<file path="src/rtl/img2col_pkg.sv">
// Shared types and constants for the img2col processing-unit front end.
package img2col_pkg;

  typedef enum logic [1:0] {
    IDLE = 2'd0,
    LOAD = 2'd1,
    WAIT = 2'd2,
    DONE = 2'd3
  } loader_state_t;

  localparam int K_DEFAULT   = 5;
  localparam int WIN_WORDS   = K_DEFAULT * K_DEFAULT;
  localparam int REFILL_BASE = WIN_WORDS - K_DEFAULT;

  // Words loaded by a window: full K*K on a row's first window, one K-word column afterwards.
  function automatic int window_words(input int k, input bit refill);
    return refill ? k : k * k;
  endfunction

endpackage

</file>
<file path="src/rtl/pu_adrs_gen.sv">
// Register-file write address generator for one loader beat: two consecutive
// addresses from the window base, collapsing to a duplicate write on an odd tail.
module pu_adrs_gen
  import img2col_pkg::*;
#(
  parameter int KERNEL      = K_DEFAULT,
  parameter int ADDRESS_NUM = 5
) (
  input  logic                   round,
  input  logic [ADDRESS_NUM-1:0] beat,
  input  logic                   last,
  output logic [ADDRESS_NUM-1:0] adrs1,
  output logic [ADDRESS_NUM-1:0] adrs2,
  output logic                   odd_tail
);

  localparam logic [ADDRESS_NUM-1:0] BASE_REFILL = ADDRESS_NUM'(KERNEL * KERNEL - KERNEL);
  // K and K*K share parity, so both full loads and refills have an odd tail iff K is odd.
  localparam bit ODD_WORDS = (KERNEL % 2) == 1;

  always_comb begin
    odd_tail = last && ODD_WORDS;
    adrs1    = (round ? BASE_REFILL : '0) + (beat << 1);
    adrs2    = odd_tail ? adrs1 : adrs1 + ADDRESS_NUM'(1);
  end

endmodule

</file>
<file path="src/rtl/pu_loader.sv">
// Stream-to-register-file loader feeding the img2col PU, one row of K x K windows per cmd_start.
// Optional build macro PU_LOADER_PERF_EN adds a saturating stall_cnt output.
// Handshake: a beat transfers on a rising edge where s_valid && s_ready; s_ready is a
// registered copy of "state is LOAD" and never depends combinationally on s_valid.
module pu_loader
  import img2col_pkg::*;
#(
  parameter int DATA_WIDTH  = 16,
  parameter int KERNEL      = K_DEFAULT,
  parameter int ADDRESS_NUM = 5,
  parameter int CNT_WIDTH   = 16
) (
  input  logic                    clk,
  input  logic                    nrst,
  input  logic                    cmd_start,
  input  logic [CNT_WIDTH-1:0]    cfg_windows,
  input  logic                    s_valid,
  output logic                    s_ready,
  input  logic [2*DATA_WIDTH-1:0] s_data,
  input  logic                    pu_done,
  output logic                    start,
  output logic                    round,
  output logic                    wr_en,
  output logic [ADDRESS_NUM-1:0]  adrs_in1,
  output logic [ADDRESS_NUM-1:0]  adrs_in2,
  output logic [DATA_WIDTH-1:0]   new1,
  output logic [DATA_WIDTH-1:0]   new2,
  output logic                    busy,
  output logic                    row_done,
`ifdef PU_LOADER_PERF_EN
  output logic [31:0]             stall_cnt,
`endif
  output loader_state_t           dbg_state
);

  localparam int FULL_BEATS   = (window_words(KERNEL, 1'b0) + 1) / 2;
  localparam int REFILL_BEATS = (window_words(KERNEL, 1'b1) + 1) / 2;
  localparam logic [ADDRESS_NUM-1:0] FULL_LAST   = ADDRESS_NUM'(FULL_BEATS - 1);
  localparam logic [ADDRESS_NUM-1:0] REFILL_LAST = ADDRESS_NUM'(REFILL_BEATS - 1);

  loader_state_t          state, state_n;
  logic [CNT_WIDTH-1:0]   win_idx, win_idx_n;
  logic [CNT_WIDTH-1:0]   last_idx, last_idx_n;
  logic [ADDRESS_NUM-1:0] beat_idx, beat_idx_n;
  logic                   round_n;
  logic                   accept;
  logic                   last_beat;
  logic [ADDRESS_NUM-1:0] gen_adrs1, gen_adrs2;
  logic                   odd_tail;

  assign accept    = s_valid && s_ready;
  assign last_beat = beat_idx == (round ? REFILL_LAST : FULL_LAST);
  assign dbg_state = state;

  pu_adrs_gen #(
    .KERNEL      (KERNEL),
    .ADDRESS_NUM (ADDRESS_NUM)
  ) u_adrs_gen (
    .round    (round),
    .beat     (beat_idx),
    .last     (last_beat),
    .adrs1    (gen_adrs1),
    .adrs2    (gen_adrs2),
    .odd_tail (odd_tail)
  );

  always_comb begin
    state_n    = state;
    win_idx_n  = win_idx;
    last_idx_n = last_idx;
    beat_idx_n = beat_idx;
    round_n    = round;
    case (state)
      IDLE: if (cmd_start) begin
        state_n    = LOAD;
        last_idx_n = (cfg_windows == '0) ? '0 : cfg_windows - CNT_WIDTH'(1);
        win_idx_n  = '0;
        beat_idx_n = '0;
        round_n    = 1'b0;
      end
      LOAD: if (accept) begin
        if (last_beat) begin
          state_n    = WAIT;
          beat_idx_n = '0;
        end else begin
          beat_idx_n = beat_idx + ADDRESS_NUM'(1);
        end
      end
      WAIT: if (pu_done) begin
        if (win_idx == last_idx) begin
          state_n = DONE;
        end else begin
          state_n   = LOAD;
          win_idx_n = win_idx + CNT_WIDTH'(1);
          round_n   = 1'b1;
        end
      end
      DONE: state_n = IDLE;
      default: state_n = IDLE;
    endcase
  end

  always_ff @(posedge clk) begin
    if (nrst) begin
      state    <= IDLE;
      win_idx  <= '0;
      last_idx <= '0;
      beat_idx <= '0;
      round    <= 1'b0;
      s_ready  <= 1'b0;
      start    <= 1'b0;
      busy     <= 1'b0;
      row_done <= 1'b0;
      wr_en    <= 1'b0;
      adrs_in1 <= '0;
      adrs_in2 <= '0;
      new1     <= '0;
      new2     <= '0;
    end else begin
      state    <= state_n;
      win_idx  <= win_idx_n;
      last_idx <= last_idx_n;
      beat_idx <= beat_idx_n;
      round    <= round_n;
      s_ready  <= state_n == LOAD;
      start    <= (state_n == LOAD) && (state != LOAD);
      busy     <= state_n != IDLE;
      row_done <= state_n == DONE;
      wr_en    <= accept;
      if (accept) begin
        adrs_in1 <= gen_adrs1;
        adrs_in2 <= gen_adrs2;
        new1     <= s_data[DATA_WIDTH-1:0];
        new2     <= odd_tail ? s_data[DATA_WIDTH-1:0] : s_data[2*DATA_WIDTH-1:DATA_WIDTH];
      end
    end
  end

`ifdef PU_LOADER_PERF_EN
  always_ff @(posedge clk) begin
    if (nrst) begin
      stall_cnt <= '0;
    end else if (state == IDLE && cmd_start) begin
      stall_cnt <= '0;
    end else if (state == LOAD && !s_valid && stall_cnt != '1) begin
      stall_cnt <= stall_cnt + 32'd1;
    end
  end
`endif

endmodule

</file>
<file path="config.mk">
export PLATFORM = sky130hd
export DESIGN_NAME = pu_loader
export DESIGN_NICKNAME = d
export VERILOG_FILES = /design/src/rtl/img2col_pkg.sv /design/src/rtl/pu_adrs_gen.sv /design/src/rtl/pu_loader.sv
export SDC_FILE = /design/constraint.sdc
export NUM_CORES = 1
export LEC_CHECK = 0
export ABC_AREA = 1
export ABC_CLOCK_PERIOD_IN_PS = 2300
export CORE_MARGIN = 5
export CORE_UTILIZATION = 49
export CTS_CLUSTER_SIZE = 24
export DETAILED_ROUTE_END_ITERATION = 10
export GPL_TIMING_DRIVEN = 0
export PLACE_DENSITY = 0.78
export SETUP_SLACK_MARGIN = 0.4
export SLEW_MARGIN = 5
export SYNTH_ARGS = -nofsm -noshare
export SYNTH_HDL_FRONTEND = slang
export SYNTH_SLANG_ARGS = --single-unit
</file>
<file path="constraint.sdc">
create_clock -name clk -period 2.3 [get_ports clk]
set_input_delay 0.23 -clock clk [delete_from_list [all_inputs] [get_ports clk]]
set_output_delay 0.23 -clock clk [all_outputs]
set_load 0.02 [all_outputs]
</file>
==> flow_summary.ini <==
[critical_path]
path_class = reg -> reg
reg2reg_from = dbg_state[1]
cp.arrival_ns = 2.00
startpoint_type = flop
cp_num_buf_inv = 3
path_cells = nor2_1, nand2_2, inv_1, nand2_1, inv_1, buf_2, nand3_1, a21oi_1
reg2reg_to = last_idx[13]
crit_required_ns = 2.57
ff2ff_path_depth = 8
crit_path_frequent_cell = inv_1
cp_top_family = simple AND/OR/NAND/NOR gates
rrSetupSlack_ns = 0.57
crit_fanout = 10
crit_path_top_delay_cell = dfxtp_1
crit_path_end_kind = flop
max_stage_delay_ns = 0.37

[route]
firstDrtPassIters = 5
drc = 0
vias = 4656
ant_nets = 0
vias_per_cell = 5.039
wl_per_cell_um = 13.23
wl_um = 12220
drt_iter0_markers = 197

[global_routing]
grt_pass1_vias = 4548
grt_overflow = 0
grt_pass1_wl_um = 20600
antenna_found_initial = 0
grt_max_degree = 16
grt_usage_pct = 22.11

[min_path]
min_to = last_idx[8]
hold_depth = 2
worstHoldStart = last_idx[8]
holdCritPathClass = reg -> reg

[sta]
hold_viol_final = 0
fin_skew_ns = 0.01377
finalMaxSlewViolations = 0
hold_slack_ns = 0.4868
fin_crit_ns = 1.725
fin_tns_setup_ns = 0
setup_violations = 0
tightest_slew_ns = 0.7137
fin_ws_ns = 0.5749
slew_headroom_pct = 52.42
fmax_mhz = 579.7
period_share_pct = 75.00
rsz0062_at_grt = yes

[logic_synthesis]
avgSynthCellArea_um2 = 6.403
synth_top_cell_area_share_pct = 36.78
syn-num-nets = 756
seq_area_frac_synth_pct = 36.78
synth_edf_count = 0
ys_warn_count = 0
synthTopCellsByArea = dfxtp_1 37%, nand2_1 19%, nor2_1 9.3%
synth_flop_cell = dfxtp_1
postSynthCellCount = 697
synth_cell_types = 36
synth_top_area_cell = dfxtp_1
async_reset_ff_share_pct = 0
synth-seq-cells = 82
synth_area_um2 = 4463

[cts]
htree_num_levels = 3
root_buffer = clkbuf_8
clk_pin_slew_ns = 0.09
ctsHoldBuffers = 0
clk_path_buf_depth = 2
clock_latency_ns = 0.35
cts_buffers = 9
cts_tree = done
cts.sinks = 82

[die]
dieArea_um2 = 11120
ios = 103
core_um2 = 8806
die_x_um = 105.4
die_height_um = 105.4
rows = 34
start_util_pct = 50.68

[layout]
multiInputGateArea_um2 = 2395
nNetsFinal = 870
antennaDiodeCount = 0
layout_common_cells = 221 x nand2_1, 109 x nor2_1, 101 x clkdlybuf4s50_1
drive_above_1_share_pct = 8.701
postLayoutCoreUtil_pct = 66.03
fill_cells = 793
regArea_um2 = 1647
final_area_um2 = 5814
syn_to_final_growth_pct = 30.28
final_common_cell = nand2_1

[place]
gp_congestion = 0.8951
dp_hpwl_um = 9550
port_buffers = 101
place_ws_ns = 0.2310
placed_area_um2 = 5609

[outcome]
outcome = complete, no violations

[power_and_ir_drop]
irDropWorstVdd_mv = 0.2827
power_density_nw_per_um2 = 542.1
p_leak_nw = 2.477

[run]
drv_cap = 0
[registers in the layout (all words and copies together), names as in the netlist, 2 cells and up]
| register | flops |
|---|---|
| last_idx | 16 |
| adrs_in2 | 4 |
| beat_idx | 5 |
| dbg_state | 2 |
| win_idx | 16 |
| new2 | 16 |
| new1 | 16 |
[Yosys cell counts (3+ instances only)]
cell / count
inv_2: 10
dfxtp_1: 82
o21ai_1: 4
nand3b_1: 3
ha_1: 6
nor3_1: 4
nand2_1: 221
nand3_1: 45
o21ai_0: 23
nand4_1: 4
nor2_1: 110
a21oi_1: 31
a21oi_2: 10
xnor2_1: 3
buf_2: 5
nor3b_1: 3
inv_1: 70
nor2_2: 6
xor2_1: 18
buf_4: 6
clkbuf_1: 13
[what timing repair did]
item | 4_1_cts | 5_1_grt
pin swaps | 1 | 0
setup buffers | 2 | 0
gates resized for setup | 0 | 7
gates cloned | 0 | 0
endpoints found under the setup margin | 13 | 31
[layout make-up]
class,count,area share (%)
multi-input cells,508,41.19
well taps,108,2.324
clock inverters,7,0.8608
plain buffers,27,2.367
flip-flops and latches,82,28.32
repair buffers,103,17.65
clock buffers,9,2.130
inverters,80,5.165
[where the power goes]
part / switching, mW / leakage [nW] / internal (mW)
Clock: 0.567 / 0.0946 / 0.402
Combinational: 0.359 / 1.71 / 0.288
Sequential: 0.0469 / 0.670 / 1.49
[worst max-delay path by stage]
stage                         from           end  slack, ns  depth (start not counted)
CTS                          round      new2[13]       0.41                          9
global placement    cfg_windows[0]  last_idx[13]       0.30                         11
finish                dbg_state[1]  last_idx[13]       0.57                          8
floorplan                    round      row_done       0.52                         10
detailed placement  cfg_windows[0]  last_idx[13]       0.23                         11
global route          dbg_state[0]  last_idx[13]       0.38                          8
[stage by stage]
stage,power [mW],cells
global route,3.297,924
CTS,3.162,924
floorplan,1.917,697
finish,3.152,924
global placement,2.201,906
detailed placement,2.211,906
[worst register-to-register path: stages, from the launching register on]
cell	delay [ns]
dfxtp_1	0.37
nor2_1	0.16
nand2_2	0.19
inv_1	0.21
nand2_1	0.16
inv_1	0.12
buf_2	0.20
nand3_1	0.11
a21oi_1	0.13
[kinds of logic after synthesis]
logic type / count (synthesis) / share of synthesized area (%)
AND/OR/NAND/NOR: 404 / 37.54
buffers and inverters: 107 / 9.812
flip-flops: 82 / 36.78
AO/OA/AOI/OAI: 76 / 9.980
XOR/XNOR: 21 / 4.121
adder cells (fa/ha/maj): 6 / 1.682
other: 1 / 0.08402
[per-layer routing]
layer / vias to the layer above / wire length [um] / track usage [%]
met4: 0 / 190 / 7.873
met1: 2107 / 5621 / 28.86
met5: - / 0 / 0
met3: 19 / 837 / 5.196
met2: 144 / 5570 / 35.75
li1: 2386 / - / -
Power figures use the tool's default switching activity.
